==> src/rtl/switch_pkg.sv <==
// rtl/switch_pkg.sv - shared types and helpers for the switch egress path
//
// Contents:
//   egress_state_t  serialiser states (EGR_IDLE, EGR_SEND)
//   lane_qty()      number of lane beats per switch word
package switch_pkg;

    typedef enum logic {
        EGR_IDLE,
        EGR_SEND
    } egress_state_t;

    function automatic int lane_qty(input int dw, input int lw);
        return dw / lw;
    endfunction

endpackage

==> src/rtl/switch_egress_port_fifo.sv <==
// rtl/switch_egress_port_fifo.sv - show-ahead synchronous FIFO
//
// Ports:
//   clk, reset   clock, synchronous active-high reset (empties the FIFO)
//   push         write push_data when not full (ignored when full)
//   push_data    WIDTH-bit write word
//   pop          discard head when not empty (ignored when empty)
//   pop_data     current head word, valid whenever empty=0
//   full, empty  status flags
module switch_egress_port_fifo #(
    parameter int WIDTH = 64,
    parameter int DEPTH = 16
) (
    input  logic             clk,
    input  logic             reset,
    input  logic             push,
    input  logic [WIDTH-1:0] push_data,
    input  logic             pop,
    output logic [WIDTH-1:0] pop_data,
    output logic             full,
    output logic             empty
);

    localparam int AW = $clog2(DEPTH);
    localparam logic [AW:0] FULL_CNT = (AW+1)'(DEPTH);

    logic [WIDTH-1:0] mem [DEPTH];
    logic [AW-1:0]    wr_ptr;
    logic [AW-1:0]    rd_ptr;
    logic [AW:0]      count;
    logic             do_push;
    logic             do_pop;

    assign full     = (count == FULL_CNT);
    assign empty    = (count == '0);
    assign do_push  = push && !full;
    assign do_pop   = pop && !empty;
    assign pop_data = mem[rd_ptr];

    always_ff @(posedge clk) begin
        if (reset) begin
            wr_ptr <= '0;
            rd_ptr <= '0;
            count  <= '0;
        end else begin
            if (do_push) begin
                wr_ptr <= wr_ptr + 1'b1;
            end
            if (do_pop) begin
                rd_ptr <= rd_ptr + 1'b1;
            end
            case ({do_push, do_pop})
                2'b10:   count <= count + 1'b1;
                2'b01:   count <= count - 1'b1;
                default: count <= count;
            endcase
        end
    end

    // Storage needs no reset; the pointers define what is valid.
    always_ff @(posedge clk) begin
        if (do_push) begin
            mem[wr_ptr] <= push_data;
        end
    end

endmodule

==> src/rtl/switch_egress_port.sv <==
// rtl/switch_egress_port.sv - per-output egress buffer and lane serialiser
//
// Absorbs unthrottled switch words into a FIFO (dropping when full) and sends
// each word as DATA_WIDTH/LANE_WIDTH beats, MS lane first, on a valid/ready link.
// Optional feature macro: SWITCH_EGRESS_DROP_CNT_EN (drop counter; else tied 0).
//
// Ports:
//   clk, reset   clock, synchronous active-high reset
//   in_valid     switch word present (no backpressure: taken or dropped)
//   in_data      switch word
//   out_valid    beat valid on egress link
//   out_ready    egress sink accepts beat
//   out_data     current beat (0 while out_valid=0)
//   out_last     final beat of the current word
//   occupancy    FIFO entries held, excluding the word in the serialiser
//   drop_count   saturating count of dropped words
module switch_egress_port
    import switch_pkg::*;
#(
    parameter int DATA_WIDTH = 64,
    parameter int LANE_WIDTH = 16,
    parameter int DEPTH      = 16,
    parameter int CNT_WIDTH  = 16
) (
    input  logic                     clk,
    input  logic                     reset,
    input  logic                     in_valid,
    input  logic [DATA_WIDTH-1:0]    in_data,
    output logic                     out_valid,
    input  logic                     out_ready,
    output logic [LANE_WIDTH-1:0]    out_data,
    output logic                     out_last,
    output logic [$clog2(DEPTH):0]   occupancy,
    output logic [CNT_WIDTH-1:0]     drop_count
);

    localparam int NBEATS = lane_qty(DATA_WIDTH, LANE_WIDTH);
    localparam int BW     = $clog2(NBEATS);
    localparam logic [BW-1:0] LAST_BEAT = BW'(NBEATS - 1);

    if ((DATA_WIDTH % LANE_WIDTH) != 0) begin : g_chk_ratio
        $error("DATA_WIDTH must be an integer multiple of LANE_WIDTH");
    end
    if (NBEATS < 2) begin : g_chk_nbeats
        $error("DATA_WIDTH/LANE_WIDTH must be at least 2");
    end
    if ((DEPTH < 2) || ((DEPTH & (DEPTH - 1)) != 0)) begin : g_chk_depth
        $error("DEPTH must be a power of two, at least 2");
    end

    egress_state_t         state;
    egress_state_t         state_nxt;
    logic [DATA_WIDTH-1:0] shreg;
    logic [BW-1:0]         beat_cnt;
    logic                  beat_last;
    logic                  load;
    logic                  shift;

    logic                  fifo_full;
    logic                  fifo_empty;
    logic [DATA_WIDTH-1:0] fifo_head;
    logic                  push;
    logic                  pop;

    // full is the pre-edge flag, so a word arriving while full is dropped
    // even if the serialiser frees an entry on the same edge.
    assign push = in_valid && !fifo_full;
    assign pop  = load;

    switch_egress_port_fifo #(
        .WIDTH (DATA_WIDTH),
        .DEPTH (DEPTH)
    ) u_egress_fifo (
        .clk       (clk),
        .reset     (reset),
        .push      (push),
        .push_data (in_data),
        .pop       (pop),
        .pop_data  (fifo_head),
        .full      (fifo_full),
        .empty     (fifo_empty)
    );

    assign beat_last = (beat_cnt == LAST_BEAT);

    always_ff @(posedge clk) begin
        if (reset) begin
            state <= EGR_IDLE;
        end else begin
            state <= state_nxt;
        end
    end

    // On an accepted last beat the next word is loaded on the same edge so
    // back-to-back words leave without a bubble.
    always_comb begin
        state_nxt = state;
        load      = 1'b0;
        shift     = 1'b0;
        out_valid = 1'b0;
        case (state)
            EGR_IDLE: begin
                if (!fifo_empty) begin
                    load      = 1'b1;
                    state_nxt = EGR_SEND;
                end
            end
            EGR_SEND: begin
                out_valid = 1'b1;
                if (out_ready) begin
                    if (!beat_last) begin
                        shift = 1'b1;
                    end else if (!fifo_empty) begin
                        load = 1'b1;
                    end else begin
                        state_nxt = EGR_IDLE;
                    end
                end
            end
            default: state_nxt = EGR_IDLE;
        endcase
    end

    assign out_last = (state == EGR_SEND) && beat_last;
    assign out_data = out_valid ? shreg[DATA_WIDTH-1 -: LANE_WIDTH] : '0;

    // The current beat always sits in the top lane of the shift register.
    always_ff @(posedge clk) begin
        if (reset) begin
            shreg    <= '0;
            beat_cnt <= '0;
        end else if (load) begin
            shreg    <= fifo_head;
            beat_cnt <= '0;
        end else if (shift) begin
            shreg    <= shreg << LANE_WIDTH;
            beat_cnt <= beat_cnt + 1'b1;
        end
    end

    always_ff @(posedge clk) begin
        if (reset) begin
            occupancy <= '0;
        end else begin
            case ({push, pop})
                2'b10:   occupancy <= occupancy + 1'b1;
                2'b01:   occupancy <= occupancy - 1'b1;
                default: occupancy <= occupancy;
            endcase
        end
    end

`ifdef SWITCH_EGRESS_DROP_CNT_EN
    logic [CNT_WIDTH-1:0] drop_cnt_q;

    always_ff @(posedge clk) begin
        if (reset) begin
            drop_cnt_q <= '0;
        end else if (in_valid && fifo_full && (drop_cnt_q != '1)) begin
            drop_cnt_q <= drop_cnt_q + 1'b1;
        end
    end

    assign drop_count = drop_cnt_q;
`else
    assign drop_count = '0;
`endif

endmodule

==> config.mk <==
export PLATFORM = sky130hd
export DESIGN_NAME = switch_egress_port
export DESIGN_NICKNAME = d
export VERILOG_FILES = /design/src/rtl/switch_pkg.sv /design/src/rtl/switch_egress_port_fifo.sv /design/src/rtl/switch_egress_port.sv
export SDC_FILE = /design/constraint.sdc
export NUM_CORES = 1
export LEC_CHECK = 0
export ABC_AREA = 1
export CAP_MARGIN = 20
export CORE_MARGIN = 4
export CORE_UTILIZATION = 56
export DETAILED_ROUTE_END_ITERATION = 10
export GPL_ROUTABILITY_DRIVEN = 0
export GPL_TIMING_DRIVEN = 1
export PLACE_DENSITY = 0.76
export SYNTH_ARGS = -nofsm -noshare
export SYNTH_HDL_FRONTEND = slang
export SYNTH_SLANG_ARGS = --single-unit
==> constraint.sdc <==
create_clock -name clk -period 4.5 [get_ports clk]
set_clock_uncertainty 0.15 [all_clocks]
set_input_delay 0.9 -clock clk [delete_from_list [all_inputs] [get_ports clk]]
set_output_delay 0.9 -clock clk [all_outputs]
set_load 0.005 [all_outputs]
Yosys cells after proc, flatten, opt, wreduce, memory -nomap -nowiden
Memories as Yosys holds them, arrays and structs flattened. A register that Yosys moved wholly into a read port is not among the register bits. Cells that the tools add are included.

Register bits after elaboration: 85. Memory bits (writable): 1024. Input bits: 68. Output and inout bits: 39. Logic and storage cells: 53. Memories: 1.

Add/subtract/negate cells: 7. Equal/unequal tests: 6. Multiplexer cells: 20. Bitwise operators: 1. Reduce and logical (&&, ||, !) cells: 11.

Memories: u_egress_fifo.mem (words 16, bits a word 64, rd ports 1, clocked after Yosys merged registers in 1, write ports 1, line switch_egress_port_fifo.sv:27) `logic [WIDTH-1:0] mem [DEPTH];`.

Operators with widths (count): two-way mux 64 bit (2); case mux 5 bit (2 select lines) (2); two-way mux 16 bit (1); two-way mux 1 bit (11); adder 5 x 1 -> 5 bit, second input constant (2); subtractor 5 x 1 -> 5 bit, second input constant (2); adder 4 x 1 -> 4 bit, second input constant (2); two-way mux 4 bit (2); equality test 2 bit, second input constant (3); nonzero test 2 bit (3); equality test 5 bit, second input constant (1); zero test 5 bit (1); equality test 2 x 1 -> 1 bit, second input constant (2); logical AND 1 bit (4); case mux 1 bit (2 select lines) (2); adder 2 x 1 -> 2 bit, second input constant (1); zero test 1 bit (2); OR reduction 2 bit (1); inverter 1 bit (1).

Longest topological paths before layout
Depth after elaboration: 8. Depth in mapped cells: 18. Gate-level depth less buffers: 16.

Hierarchy
From an unflattened synthesis, not the netlist that was laid out.

Cells, all modules: 3277. Area, all modules: 44789.2 µm².

By module, submodules not included: switch_egress_port_fifo (instances 1, cells each 2820, area each 41489.8 µm², sequential area each 31089.8 µm²); switch_egress_port (instances 1, cells each 457, area each 3299.4 µm², sequential area each 1441.4 µm²).

Least setup slack after synthesis
Ideal clock, no wire load.

Path type: input-to-reg. From: in in_valid. To: mem u_egress_fifo.mem[11][0] (enable). Library setup time: 0.486 ns. Arrival time: 4.019 ns. Required time: 3.864 ns. Path slack: -0.155 ns. Stages: 4. Buffers on the path: 0. Cell sequence: nand2_1 -> inv_1 -> nand2_1 -> nor2_1.

Word-level cells in the longest chain between the ends: 4.

RTL lines: start, declared (line switch_egress_port.sv:27) `input logic in_valid,`; logical AND 1 bit (line switch_egress_port.sv:67) `assign push = in_valid && !fifo_full;`; logical AND 1 bit (line switch_egress_port_fifo.sv:36) `assign do_push = push && !full;`; two-way mux 1 bit (line switch_egress_port_fifo.sv:62) `if (do_push) begin`; two-way mux 1 bit (implied by the code) (line switch_egress_port_fifo.sv:63) `mem[wr_ptr] <= push_data;`; end, declared (line switch_egress_port_fifo.sv:27).

No other way between the ends.

Worst setup path after layout
From: reg state. To: out out_data[12].

Word-level cells in the longest chain between the ends: 2.

RTL lines: start, declared (line switch_egress_port.sv:51) `egress_state_t state;`; start signal, assigned (line switch_egress_port.sv:90) `state <= state_nxt;`; two-way mux 1 bit (line switch_egress_port.sv:101) `case (state)`; two-way mux 16 bit (line switch_egress_port.sv:125) `assign out_data = out_valid ? shreg[DATA_WIDTH-1 -: LANE_WIDTH] : '0;`; end, declared (line switch_egress_port.sv:31) `output logic [LANE_WIDTH-1:0] out_data,`.

No other way between the ends.

==> flow_summary_export.csv <==
group,metric,value,unit
run_status,run_status,"complete, no violations",
cells_and_area,syn2layout_area_growth,11.7,%
worst_setup_path,crit_path_max_incr_delay,930,ps
worst_setup_path,worst-path-max-fanout,20,
worst_setup_path,cp.required,3450,ps
clock_tree,ctsHoldBuffers,0,
yosys,syn_area,44100,um2
sta,min_period,3650,ps
cells_and_area,seq_area,32500,um2
die,design.core.area,77700,um2
yosys,yosys_most_used_dff,"sky130_fd_sc_hd__edfxtp_1",
sta,timing.final.max_slew_violations,0,
worst_setup_path,crit_reg_reg_startpoint,"state",
sta,maxSlewHeadroom,33.7,%
clock_tree,cts.repair_timing.setup_buffer_count,0,
cells_and_area,multi_input_comb_area,10000,um2
routing,detail_route.wl_per_cell,23.9,um
yosys,post_synthesis_area_per_instance,12.7,um2
grt,grt_antenna_before_repair,0,
cells_and_area,final_design_instance_area_without_fill,49300,um2
grt,first_global_vias,27300,
routing,detail_route.vias_per_cell,6.28,
yosys,cell_types_occupying_the_most_area_after_synthesis,"sky130_fd_sc_hd__edfxtp_1 70%, sky130_fd_sc_hd__o21ai_0 5.0%, sky130_fd_sc_hd__dfxtp_1 4.0%",
grt,grt_max_degree,161,
sta,slew_at_the_pin_closest_to_its_max_slew_limit,995,ps
placement,numPortBuffers,90,
yosys,synthTopCellsByCount,"1,024 x sky130_fd_sc_hd__edfxtp_1, 471 x sky130_fd_sc_hd__nor2_1, 442 x sky130_fd_sc_hd__o21ai_0",
clock_tree,cts_repair_resize_count,0,
clock_tree,cts_tree,"yes",
pwr,power_density,579,nW/um2
sta,fmax,274,MHz
worst_setup_path,worst_r2r_path_depth,14,
grt,grt_overflow,0,
sta,report.final.setup_viol,0,
sta,finalHoldViolations,0,
worst_setup_path,setup.worst_path.end_class,"output port",
pwr,leakage,16.7,nW
yosys,netlist_instances,3486,
worst_setup_path,r2r_setup_slack,1330,ps
routing,totalWireLength,111,mm
cells_and_area,layout.filler_cells,5418,
worst_hold_path,worst_hold_path.endpoint,"occupancy[4]",
yosys,synth-simple-area-share,10.6,%
clock_tree,htree_num_levels,3,
yosys,synth_edf_count,1024,
grt,gr-usage-all-layers,26.2,%
yosys,yosysTopAreaCellShare,69.7,%
die,starting_density_of_the_core,56.8,%
yosys,synth_compound_gate_area_share,10.7,%
placement,place_hpwl,61.1,mm
yosys,yosysWarningCount,0,
worst_setup_path,worst_r2r_endpoint,"u_egress_fifo.count[4]",
worst_setup_path,critical_path_buf_inv_count,2,
routing,drt_pass1_iterations,6,
sta,layout_worst_path_cycle_share,81.1,%
worst_hold_path,min-delay-start,"occupancy[4]",
yosys,yosys.cell_types.count,33,
yosys,synthAdderAreaFrac,0.414,%
sta,unrepaired_setup_endpoints_after_global_routing,"false",
worst_setup_path,critical_path.slowest_cell,"sky130_fd_sc_hd__dfxtp_1",
clock_tree,worst_setup_hold_path_clk_slew,60,ps
die,design.die.area,83400,um2
yosys,synth_top_family_by_area,"compound AO/OA/AOI/OAI gates",
routing,drc,0,
yosys,synth_xor_xnor_area_share,0.139,%
cells_and_area,num-nets-final,3593,
yosys,yosys.area.top_type,"sky130_fd_sc_hd__edfxtp_1",
die,floorplan.rows,102,
clock_tree,tritoncts.num_buffers,108,
clock_tree,cts_max_path_buffers,3,
worst_setup_path,crit_chain,"nand2_1 -> inv_1 -> clkdlybuf4s50_1",
yosys,synth.most_common_cell,"sky130_fd_sc_hd__edfxtp_1",
yosys,ys_ff_latch,1113,
yosys,async_flop_share,0,%
grt,grt_first_pass_wirelength,167,mm
routing,detail-route-antenna-nets,0,
die,floorplan.die.height,289,um
worst_setup_path,timing.setup.critical_path_class,"reg -> out",
routing,count_of_vias_placed_by_the_detailed_router,29100,
pwr,vdd_ir_drop_max,394,uV
sta,worst_slack_on_hold_paths,328,ps
yosys,seq_area_frac_synth,73.7,%
yosys,muxShareOfSynthArea,0.363,%
worst_hold_path,worst_hold_path.num_cells,1,
worst_setup_path,start_kind,"flip-flop",
clock_tree,clk-insertion-delay-late,670,ps
routing,drtIter0Drc,4543,
worst_setup_path,cpLargestDelayFamily,"flip-flops",
clock_tree,cts-root-buf,"sky130_fd_sc_hd__clkbuf_16",
worst_hold_path,holdCritPathClass,"reg -> reg",
worst_setup_path,cp_data_arrival_time,2600,ps
clock_tree,tritoncts_num_sinks,1113,
die,ports,107,
die,die_width,289,um
job,cap_violations,0,
placement,post_dp_cell_area,46000,um2
cells_and_area,drive_gt1_share,6.68,%
-- area by class of cell --
class	instances	share of cell area, %
clock buffers	149	6.05
inverters	115	0.944
well taps	1040	2.64
clock inverters	42	0.627
diodes	1	0.00508
flip-flops and latches	1113	66.0
multi-input cells	2015	20.3
repair buffers	158	3.41
-- metrics by stage --
| step | util, % | std cells | worst slack, ps | setup TNS (ps) | power [mW] |
|---|---|---|---|---|---|
| finish | 63.4 | 4633 | 852 | 0 | 28.6 |
| global route | 63.4 | 4632 | 757 | 0 | 29.9 |
| CTS | 63.4 | 4632 | 881 | 0 | 28.5 |
| detailed placement | 59.2 | 4441 | 1020 | 0 | 20.1 |
| global placement | 59.2 | 4441 | 1000 | 0 | 19.9 |
| floorplan | - | 3501 | -155 | -121300 | 17.7 |
-- per-layer routing --
metal | share of wire (%) | GRT usage [%] | vias up
li1 | - | - | 12800
met1 | 39 | 37.8 | 14200
met2 | 47 | 41.2 | 1851
met3 | 11 | 4.15 | 231
met4 | 2.9 | 8.93 | 0
met5 | 0 | 0 | -
-- state kept, by name, summed over array words and instances, names as in the netlist, named ones only --
| name | flops |
|---|---|
| u_egress_fifo.mem | 1024 |
| shreg | 64 |
| occupancy | 5 |
| u_egress_fifo.count | 5 |
| u_egress_fifo.rd_ptr | 4 |
| u_egress_fifo.wr_ptr | 4 |
| beat_cnt | 2 |
| state | 1 |
-- kinds of logic (layout without fill, tap and decap cells) --
kind of cell,count (synthesis),in the layout
DFF,1113,1113
other,1,17
AOI/OAI and AO/OA,813,813
buffers and inverters,373,464
adders and majority gates,14,14
xor gates and xnor gates,7,7
and+or+nand+nor,1149,1149
muxes,16,16
-- layout by cell type, fill, tap and decap left out, types with 2 or more instances in the layout --
| master | synthesis | final |
|---|---|---|
| sky130_fd_sc_hd__nor2_1 | 471 | 455 |
| sky130_fd_sc_hd__dfxtp_1 | 89 | 85 |
| sky130_fd_sc_hd__buf_12 | 0 | 22 |
| sky130_fd_sc_hd__edfxtp_1 | 1024 | 1024 |
| sky130_fd_sc_hd__buf_4 | 38 | 46 |
| sky130_fd_sc_hd__xnor2_1 | 4 | 4 |
| sky130_fd_sc_hd__xor2_1 | 3 | 3 |
| sky130_fd_sc_hd__o221ai_1 | 109 | 109 |
| sky130_fd_sc_hd__o21ai_0 | 442 | 442 |
| sky130_fd_sc_hd__nand3_1 | 279 | 279 |
| sky130_fd_sc_hd__ha_1 | 13 | 13 |
| sky130_fd_sc_hd__clkbuf_16 | 0 | 111 |
| sky130_fd_sc_hd__clkinv_4 | 0 | 2 |
| sky130_fd_sc_hd__mux2i_1 | 16 | 16 |
| sky130_fd_sc_hd__o21ai_1 | 28 | 28 |
| sky130_fd_sc_hd__a22o_1 | 9 | 9 |
| sky130_fd_sc_hd__a21oi_1 | 96 | 96 |
| sky130_fd_sc_hd__dfxtp_4 | 0 | 4 |
| sky130_fd_sc_hd__clkbuf_1 | 117 | 32 |
| sky130_fd_sc_hd__clkdlybuf4s50_1 | 0 | 89 |
| sky130_fd_sc_hd__o22ai_1 | 76 | 76 |
| sky130_fd_sc_hd__inv_1 | 110 | 109 |
| sky130_fd_sc_hd__clkinv_2 | 1 | 15 |
| sky130_fd_sc_hd__nand2_1 | 392 | 392 |
| sky130_fd_sc_hd__bufinv_16 | 0 | 4 |
| sky130_fd_sc_hd__nand4_1 | 3 | 3 |
| sky130_fd_sc_hd__nor2_4 | 2 | 18 |
| sky130_fd_sc_hd__o211ai_1 | 49 | 49 |
| sky130_fd_sc_hd__clkinvlp_4 | 0 | 4 |
| sky130_fd_sc_hd__clkbuf_8 | 0 | 6 |
| sky130_fd_sc_hd__conb_1 | 1 | 16 |
| sky130_fd_sc_hd__a211oi_1 | 3 | 3 |
| sky130_fd_sc_hd__clkinv_1 | 1 | 18 |
-- power by group --
group / internal [mW] / switching (mW) / total [mW]
clock: 4.82 / 3.67 / 8.49
combinational: 2.35 / 5.40 / 7.75
sequential: 11.9 / 0.465 / 12.3
-- worst max-delay path by stage --
stage / from / end / slack (ps) / cells past startpoint
after detailed placement: out_ready / u_egress_fifo.count[4] / 1020 / 16
after floorplan: in_valid / u_egress_fifo.mem[11][0] / -160 / 4
after global placement: out_ready / u_egress_fifo.count[4] / 1000 / 16
after CTS: state / out_data[12] / 880 / 3
final: state / out_data[12] / 850 / 3
after global routing: state / out_data[6] / 760 / 3
Note: power is estimated with default switching activity, not from simulation.
